**config.mk**
```make
export PLATFORM = sky130hd
export DESIGN_NAME = vx_icache_stage
export DESIGN_NICKNAME = d
export VERILOG_FILES = /design/src/rtl/vx_icache_stage.sv
export SDC_FILE = /design/constraint.sdc
export NUM_CORES = 1
export LEC_CHECK = 0
export CORE_MARGIN = 3
export CORE_UTILIZATION = 45
export DETAILED_ROUTE_END_ITERATION = 10
export PLACE_DENSITY = 0.7
export SYNTH_ARGS = -nofsm -noshare
export SYNTH_HDL_FRONTEND = slang
export SYNTH_SLANG_ARGS = --single-unit
```
**constraint.sdc**
```tcl
create_clock -name clk -period 6.1 [get_ports clk]
set_clock_uncertainty 0.05 [all_clocks]
set_input_delay 0.61 -clock clk [delete_from_list [all_inputs] [get_ports clk]]
set_output_delay 0.61 -clock clk [all_outputs]
set_load 0.01 [all_outputs]
```
**src/rtl/vx_icache_stage.sv**
```systemverilog
// vx_icache_stage: issues per-warp icache fetches and joins responses with held PC/tmask metadata
module vx_icache_stage #(
   parameter int NUM_WARPS       = 4,
   parameter int NUM_THREADS     = 4,
   parameter int WORD_ADDR_WIDTH = 30,
   localparam int TAG_WIDTH      = $clog2(NUM_WARPS)
) (
   input  logic                       clk,
   input  logic                       reset,
   input  logic                       sched_valid,
   input  logic [TAG_WIDTH-1:0]       sched_wid,
   input  logic [31:0]                sched_pc,
   input  logic [NUM_THREADS-1:0]     sched_tmask,
   output logic                       sched_ready,
   output logic                       icache_req_valid,
   output logic [WORD_ADDR_WIDTH-1:0] icache_req_addr,
   output logic [TAG_WIDTH-1:0]       icache_req_tag,
   input  logic                       icache_req_ready,
   input  logic                       icache_rsp_valid,
   input  logic [31:0]                icache_rsp_data,
   input  logic [TAG_WIDTH-1:0]       icache_rsp_tag,
   output logic                       icache_rsp_ready,
   output logic                       ifetch_valid,
   output logic [TAG_WIDTH-1:0]       ifetch_wid,
   output logic [31:0]                ifetch_pc,
   output logic [NUM_THREADS-1:0]     ifetch_tmask,
   output logic [31:0]                ifetch_instr,
   input  logic                       ifetch_ready,
   output logic [NUM_WARPS-1:0]       pending_mask,
   output logic                       tag_err
);
   logic [31:0]                meta_pc [NUM_WARPS];
   logic [NUM_THREADS-1:0]     meta_tmask [NUM_WARPS];
   logic                       tail_valid;
   logic [TAG_WIDTH-1:0]       tail_tag;
   logic [WORD_ADDR_WIDTH-1:0] tail_addr;
   logic                       push, pop, rsp_fire, rsp_hit;
   logic [NUM_WARPS-1:0]       set_mask, clr_mask;

   // handshake qualifiers; both ready outputs are forced low while reset is held
   always_comb begin
      sched_ready      = !reset & !tail_valid & !pending_mask[sched_wid];
      icache_rsp_ready = !reset & (!ifetch_valid | ifetch_ready);
      push             = sched_valid & sched_ready;
      pop              = icache_req_valid & icache_req_ready;
      rsp_fire         = icache_rsp_valid & icache_rsp_ready;
      rsp_hit          = pending_mask[icache_rsp_tag];
      set_mask         = push ? NUM_WARPS'(1) << sched_wid : '0;
      clr_mask         = (rsp_fire & rsp_hit) ? NUM_WARPS'(1) << icache_rsp_tag : '0;
   end

   // two-entry request queue: head registers drive the icache port, tail fills only while head is stalled
   always_ff @(posedge clk or posedge reset) begin
      if (reset) begin
         icache_req_valid <= 1'b0;
         icache_req_addr  <= '0;
         icache_req_tag   <= '0;
         tail_valid       <= 1'b0;
         tail_addr        <= '0;
         tail_tag         <= '0;
      end else if (pop & tail_valid) begin
         icache_req_addr  <= tail_addr;
         icache_req_tag   <= tail_tag;
         tail_valid       <= 1'b0;
      end else if (pop | !icache_req_valid) begin
         icache_req_valid <= push;
         if (push) begin
            icache_req_addr <= sched_pc[31 -: WORD_ADDR_WIDTH];
            icache_req_tag  <= sched_wid;
         end
      end else if (push) begin
         tail_addr  <= sched_pc[31 -: WORD_ADDR_WIDTH];
         tail_tag   <= sched_wid;
         tail_valid <= 1'b1;
      end
   end

   // per-warp metadata captured on accept; a pending warp cannot be rewritten, so no reset is needed
   always_ff @(posedge clk) begin
      if (push) begin
         meta_pc[sched_wid]    <= sched_pc;
         meta_tmask[sched_wid] <= sched_tmask;
      end
   end

   // pending tracking, response join into the ifetch register, and sticky flag for unmatched tags
   always_ff @(posedge clk or posedge reset) begin
      if (reset) begin
         pending_mask <= '0;
         tag_err      <= 1'b0;
         ifetch_valid <= 1'b0;
         ifetch_wid   <= '0;
         ifetch_pc    <= '0;
         ifetch_tmask <= '0;
         ifetch_instr <= '0;
      end else begin
         pending_mask <= (pending_mask | set_mask) & ~clr_mask;
         tag_err      <= tag_err | (rsp_fire & !rsp_hit);
         if (rsp_fire & rsp_hit) begin
            ifetch_valid <= 1'b1;
            ifetch_wid   <= icache_rsp_tag;
            ifetch_pc    <= meta_pc[icache_rsp_tag];
            ifetch_tmask <= meta_tmask[icache_rsp_tag];
            ifetch_instr <= icache_rsp_data;
         end else if (ifetch_ready) begin
            ifetch_valid <= 1'b0;
         end
      end
   end
endmodule

```
==> out/results.tsv, run 1 <==
stage	metric	value	unit
floorplanning	Die Span Y	162	um
worst_setup_path	Arrival @ worst endpoint	2.86	ns
logic_synthesis	Post-synth top cells	edfxtp_1 (144), dfrtp_1 (142), mux2_2 (71)	
layout	fill count	1829	
clock_network	CTS tree	yes	
job	max-cap violations	0	
worst_setup_path	Max stage delay on crit path	0.65	ns
clock_network	CTS Root Buffer Type	clkbuf_16	
timing	Final period util	0.576	
drt	total number of vias	6046	
worst_setup_path	R2R depth	4	
global_route	GRT Residual Overflow	0	
logic_synthesis	Post-synth EDFFs	144	
worst_setup_path	Worst Setup SP	sched_wid[0]	
timing	Setup Viol. Count Final	0	
clock_network	cts bufs inserted	29	
drt	antenna-violating nets left	0	
worst_setup_path	RR Endpoint	icache_req_addr[22]	
drt	remaining routing DRC violations	0	
timing	final hold viol count	0	
clock_network	htree depth	1	
global_route	number of global-route vias before repair	6502	
logic_synthesis	Synth Warn #	0	
placed_design	dpl ws	2.32	ns
power	Pleak	5.51	nW
placed_design	Final GP Congestion	0.738	
logic_synthesis	top-count cell post-synth	edfxtp_1	
timing	RSZ-0062 raised after global routing	false	
floorplanning	FP Rows	56	
worst_setup_path	R2R Path Start	tail_valid	
floorplanning	core area	23700	um^2
logic_synthesis	cell taking the most area after synthesis	edfxtp_1	
logic_synthesis	Synth area leaders	edfxtp_1 (40%), dfrtp_1 (32%), mux4_2 (7.8%)	
clock_network	cts hold-fix bufs	0	
drt	DR pass1 iterations	4	
timing	PnR worst setup slack	2.58	ns
clock_network	worst-case clock buffer depth	3	
worst_setup_path	Worst Setup End Kind	primary output	
logic_synthesis	synthesized area	10900	um^2
timing	setup TNS	0	ns
worst_setup_path	crit-path cells	clkdlybuf4s50_1 -> mux4_2 -> nor3_1 -> clkdlybuf4s50_1	
placed_design	DP HPWL	15200	um
drt	drt wl/cell	21.2	um
worst_setup_path	critical path type	in2out	
drt	Starting DRT DRC Count	382	
worst_setup_path	R2R Setup Slk	3.19	ns
worst_setup_path	critical path required time	5.44	ns
layout	ratio of cells with drive above 1 in the final layout	0.216	
worst_setup_path	Setup crit start kind	primary input	
timing	max frequency	284	MHz
logic_synthesis	share of Yosys cell area claimed by the top area cell type	0.395	
clock_network	clock sink count	286	
timing	Worst-Margin Slew	1.25	ns
worst_hold_path	Hold Path Depth	1	
power	power per cell area	444	nW/um^2
timing	Max-slew headroom	0.162	
clock_network	CTS clk-pin slew, worst paths	0.06	ns
drt	Avg Vias per Cell	5.32	
clock_network	post-CTS setup buffer count	0	
layout	multi-input logic area	2910	um^2
layout	FF+latch area	7880	um^2
worst_hold_path	Hold EP	tail_addr[5]	
power	Worst IR Drop VDD	225	uV
logic_synthesis	Synth cell types	31	
global_route	first-pass GRT wire length	37700	um
worst_setup_path	cell mode on critical path	clkdlybuf4s50_1	
floorplanning	starting density of the core	0.462	
logic_synthesis	fraction of the yosys area taken by sequential cells	0.720	
global_route	GRT Overall Usage	0.185	
outcome	outcome	complete, no violations	
floorplanning	Ports	189	
worst_setup_path	Crit-path slowest cell	clkdlybuf4s50_1	
layout	fin nets	871	
worst_setup_path	CP Max Fanout	8	
worst_hold_path	worst hold path class	reg2reg	
global_route	pin count of the biggest net entering global routing	78	
clock_network	Skew-Pair Late Insertion Delay	0.55	ns
timing	Final min period	3.52	ns
logic_synthesis	Yosys reg bits	286	
layout	Area growth, synth to finish	29.0	%
logic_synthesis	share of flip-flops with an asynchronous set or reset	0.497	
logic_synthesis	Syn Nets	677	
logic_synthesis	Post-synth top flop	edfxtp_1	
logic_synthesis	synthesized area per cell	18.3	um^2
floorplanning	die area	26200	um^2
worst_hold_path	hold path startpoint	tail_addr[5]	
drt	WL final	24100	um
timing	Final Max Tran Viols	0	
logic_synthesis	Synth Instances	599	
floorplanning	Die W	162	um
global_route	initial antenna violation count	1	
placed_design	I/O Buffers	188	
clock_network	post-cts resize count	0	
per-stage QoR:
step | utilization | hold slack [ns] | power, mW | cells | instance area [um^2]
floorplan | - | 0.407 | 3.52 | 599 | 10900
global placement | 0.555 | 0.407 | 4.50 | 1081 | 13200
detailed placement | 0.555 | 0.424 | 4.57 | 1081 | 13200
CTS | 0.596 | 0.438 | 6.34 | 1135 | 14100
global route | 0.596 | 0.453 | 6.57 | 1136 | 14100
finish | 0.596 | 0.436 | 6.27 | 1136 | 14100
kinds of logic (layout without fill, tap and decap cells):
| logic type | after synthesis | count (layout) | share of synthesized area |
|---|---|---|---|
| buffers and inverters | 39 | 256 | 0.0180 |
| other | 0 | 1 | 0 |
| and+or+nand+nor | 27 | 27 | 0.0137 |
| muxes | 171 | 171 | 0.211 |
| DFF | 286 | 286 | 0.720 |
| AOI/OAI and AO/OA | 76 | 76 | 0.0368 |
cell type report:
cell class	instances	share of cell area
Inverter	3	0.00115
Multi-Input combinational cell	274	0.206
Clock buffer	42	0.0598
Sequential cell	286	0.558
Clock inverter	12	0.00789
Timing Repair Buffer	199	0.138
Tap cell	319	0.0283
Antenna cell	1	0.000177
worst max path at each step:
stage | endpoint | slack (ns) | cells after the start
finish | sched_ready | 2.58 | 4
global placement | icache_req_addr[11] | 2.51 | 5
global route | sched_ready | 2.55 | 4
detailed placement | icache_req_addr[13] | 2.32 | 5
floorplan | meta_pc[0][0] | 0.97 | 3
CTS | sched_ready | 2.58 | 4
sequential cells by signal, indices dropped and copies added, names as in the netlist:
name / flops
ifetch_tmask: 4
tail_tag: 2
icache_req_valid: 1
ifetch_instr: 32
tail_valid: 1
pending_mask: 4
ifetch_wid: 2
tag_err: 1
icache_req_addr: 30
meta_tmask: 16
icache_req_tag: 2
ifetch_pc: 32
tail_addr: 30
meta_pc: 128
ifetch_valid: 1
critical path: cells and delay by family:
family	cells	cell delay, ns
buf+inv	2	1.28
mux	1	0.62
simple gates	1	0.35
cells in the final DEF (no fill, tap or decap), drive strengths merged, types with 2 or more instances in the layout:
cell type / n
inv: 4
bufinv: 2
edfxtp: 144
nor3: 3
mux2: 101
nand2: 6
and2: 2
clkinv: 9
o21ai: 2
mux2i: 32
buf: 13
mux4: 38
a21oi: 69
o32a: 2
clkdlybuf4s50: 186
dfrtp: 142
nand3: 2
nor2: 8
clkbuf: 42
per-layer routing:
| metal | share of wire | global-route usage | vias up |
|---|---|---|---|
| li1 | - | - | 2704 |
| met1 | 0.40 | 0.241 | 3138 |
| met2 | 0.51 | 0.314 | 163 |
| met3 | 0.063 | 0.0403 | 41 |
| met4 | 0.024 | 0.0535 | 0 |
| met5 | 0 | 0 | - |
power by group:
group          leakage, nW  internal, mW  total (mW)  switching [mW]
Combinational         2.06          1.01        1.72           0.716
Sequential            2.98          2.50        2.80           0.297
Clock                0.471          1.04        1.74           0.703
Total                 5.51          4.55        6.27            1.72
No activity file was read; power rests on OpenSTA's default activity.
==> run 2, diff against run 1 <==
--- a/config.mk
+++ b/config.mk
@@ -8,7 +8,7 @@
 export CORE_MARGIN = 3
 export CORE_UTILIZATION = 45
 export DETAILED_ROUTE_END_ITERATION = 10
-export PLACE_DENSITY = 0.7
+export PLACE_DENSITY = 0.72
 export SYNTH_ARGS = -nofsm -noshare
 export SYNTH_HDL_FRONTEND = slang
 export SYNTH_SLANG_ARGS = --single-unit
==> constraint.sdc (replaced) <==
create_clock -name clk -period 2.9 [get_ports clk]
set_clock_uncertainty 0.05 [all_clocks]
set_input_delay 0.29 -clock clk [delete_from_list [all_inputs] [get_ports clk]]
set_output_delay 0.29 -clock clk [all_outputs]
set_load 0.01 [all_outputs]
==> out/results.tsv, run 2 (synthesized netlist as in run 1, its figures left out) <==
stage	metric	value	unit
worst_setup_path	critical path's top delay family	buffers and inverters	
timing	RSZ-0062 raised after global routing	false	
power	Switching Power	3.60	mW
floorplanning	starting density of the core	0.462	
layout	Area growth, synth to finish	31.2	%
layout	ant diodes	0	
power	switch share	0.274	
floorplanning	Ports	189	
global_route	number of global-route vias before repair	6693	
drt	Avg Vias per Cell	5.30	
layout	most used cells in the layout excluding fill and tap cells	clkdlybuf4s50_1 (186), edfxtp_1 (144), dfrtp_1 (142)	
clock_network	clock sink count	286	
layout	fill count	1777	
clock_network	worst-case clock buffer depth	3	
layout	ratio of cells with drive above 1 in the final layout	0.220	
timing	Max-slew headroom	0.468	
clock_network	CTS Root Buffer Type	clkbuf_16	
floorplanning	FP Rows	56	
floorplanning	core area	23700	um^2
floorplanning	Die Span Y	162	um
layout	Largest regs	meta_pc (128), ifetch_instr (32), ifetch_pc (32)	
timing	final hold viol count	0	
layout	fin nets	884	
timing	Final min period	2.73	ns
timing	Worst-Margin Slew	0.798	ns
power	Reg power frac	0.449	
floorplanning	Die W	162	um
power	Pleak	5.78	nW
placed_design	Final GP Congestion	0.753	
placed_design	post-placement cell area	13500	um^2
worst_setup_path	CP bufs+invs	1	
power	internal power	9.54	mW
drt	remaining routing DRC violations	0	
worst_setup_path	critical path required time	2.56	ns
layout	register with the most flip-flops	meta_pc	
drt	WL final	24200	um
outcome	outcome	complete, no violations	
power	Worst IR Drop VDD	528	uV
global_route	initial antenna violation count	0	
power	power per cell area	916	nW/um^2
worst_setup_path	crit-path cells	mux4_2 -> nor3_2 -> clkdlybuf4s50_1	
clock_network	htree depth	1	
clock_network	cts hold-fix bufs	0	
worst_setup_path	Crit-path slowest cell	clkdlybuf4s50_1	
worst_setup_path	Setup crit start kind	flip-flop	
clock_network	Skew-Pair Late Insertion Delay	0.53	ns
clock_network	CTS clk-pin slew, worst paths	0.06	ns
timing	Final Max Tran Viols	0	
worst_setup_path	critical path type	reg2out	
worst_setup_path	Max stage delay on crit path	0.60	ns
clock_network	CTS tree	yes	
layout	post-route design area	14400	um^2
clock_network	cts bufs inserted	29	
floorplanning	die area	26200	um^2
timing	Fin Hold WS	0.143	ns
global_route	GRT Residual Overflow	0	
clock_network	post-CTS setup buffer count	0	
job	max-cap violations	0	
drt	antenna-violating nets left	0	
timing	Final period util	0.943	
layout	most common cell after layout, fill and taps aside	clkdlybuf4s50_1	
timing	max frequency	366	MHz
worst_setup_path	Arrival @ worst endpoint	2.39	ns
drt	total number of vias	6086	
worst_hold_path	worst hold path class	in2async	
worst_setup_path	CP Max Fanout	5	
layout	max reg flops	128	
global_route	first-pass GRT wire length	38200	um
timing	Setup Viol. Count Final	0	
global_route	GRT Overall Usage	0.186	
placed_design	DP HPWL	15900	um
drt	Starting DRT DRC Count	297	
power	power share of the combinational group	0.297	
power	clock power share	0.254	
drt	drt wl/cell	21.1	um
placed_design	I/O Buffers	188	
drt	DR pass1 iterations	4	
worst_setup_path	Worst Setup End Kind	primary output	
global_route	pin count of the biggest net entering global routing	135	
## run 2: timing repair
item | CTS | global route
endpoints found under the hold margin | 0 | 0
setup endpoints to repair | 0 | 1
resized for setup | 0 | 1
## run 2: worst paths after layout
check	start	endpoint	slack (ns)	depth (start not counted)
worst min-delay path	reset	ifetch_pc[26]	0.14	2
max in group asynchronous	reset	tail_addr[0]	1.63	3
worst max-delay path	pending_mask[2]	sched_ready	0.17	3
min in group clk	icache_rsp_tag[1]	tag_err	0.22	3
worst min register to register	ifetch_wid[0]	ifetch_wid[0]	0.43	1
worst max register to register	tail_valid	tail_addr[29]	0.65	5
## run 2: power groups by stage
| stage | registers, mW | logic (mW) | clock network [mW] |
|---|---|---|---|
| final | 5.90 | 3.91 | 3.34 |
| after global routing | 6.02 | 4.15 | 3.63 |
| after CTS | 5.90 | 3.96 | 3.43 |
| after detailed placement | 5.96 | 3.94 | 0 |
| after global placement | 5.90 | 3.84 | 0 |
| after floorplan | 6.16 | 1.52 | 0 |
## run 2: area by class of cell
class | instances | area, um^2 | share of cell area
inverter | 3 | 15.0 | 0.00105
sequential | 286 | 7880 | 0.549
multi-input combinational | 274 | 3120 | 0.217
tap | 319 | 399 | 0.0278
clock inverter | 5 | 26.3 | 0.00183
timing repair buffer | 212 | 2100 | 0.147
clock buffer | 49 | 821 | 0.0572
## run 2: metrics by stage
| stage | total power [mW] | utilization | setup WS, ns | cells | TNS [ns] |
|---|---|---|---|---|---|
| 2_1_floorplan | 7.68 | - | -0.776 | 599 | -71.19 |
| 5_1_grt | 13.8 | 0.606 | 0.131 | 1148 | 0 |
| 4_1_cts | 13.3 | 0.606 | 0.0461 | 1148 | 0 |
| 6_report | 13.1 | 0.606 | 0.166 | 1148 | 0 |
| 3_3_place_gp | 9.75 | 0.570 | 0.140 | 1094 | 0 |
| 3_5_place_dp | 9.90 | 0.570 | 0.133 | 1094 | 0 |
## run 2: worst reg2reg max path, delay by kind of cell, from the launching register on
family	cells	cell delay (ns)
flip-flops	1	0.47
AND/OR/NAND/NOR	3	0.99
buffers and inverters	1	0.25
multiplexers	1	0.36
## run 2: layer usage
layer  GRT usage  vias to the layer above  wire length (um)
met5           0                        -                 0
met4      0.0585                        0               525
met3      0.0365                       37              1530
met2       0.312                      205             12100
met1       0.250                     3128             10100
li1            -                     2716                 -
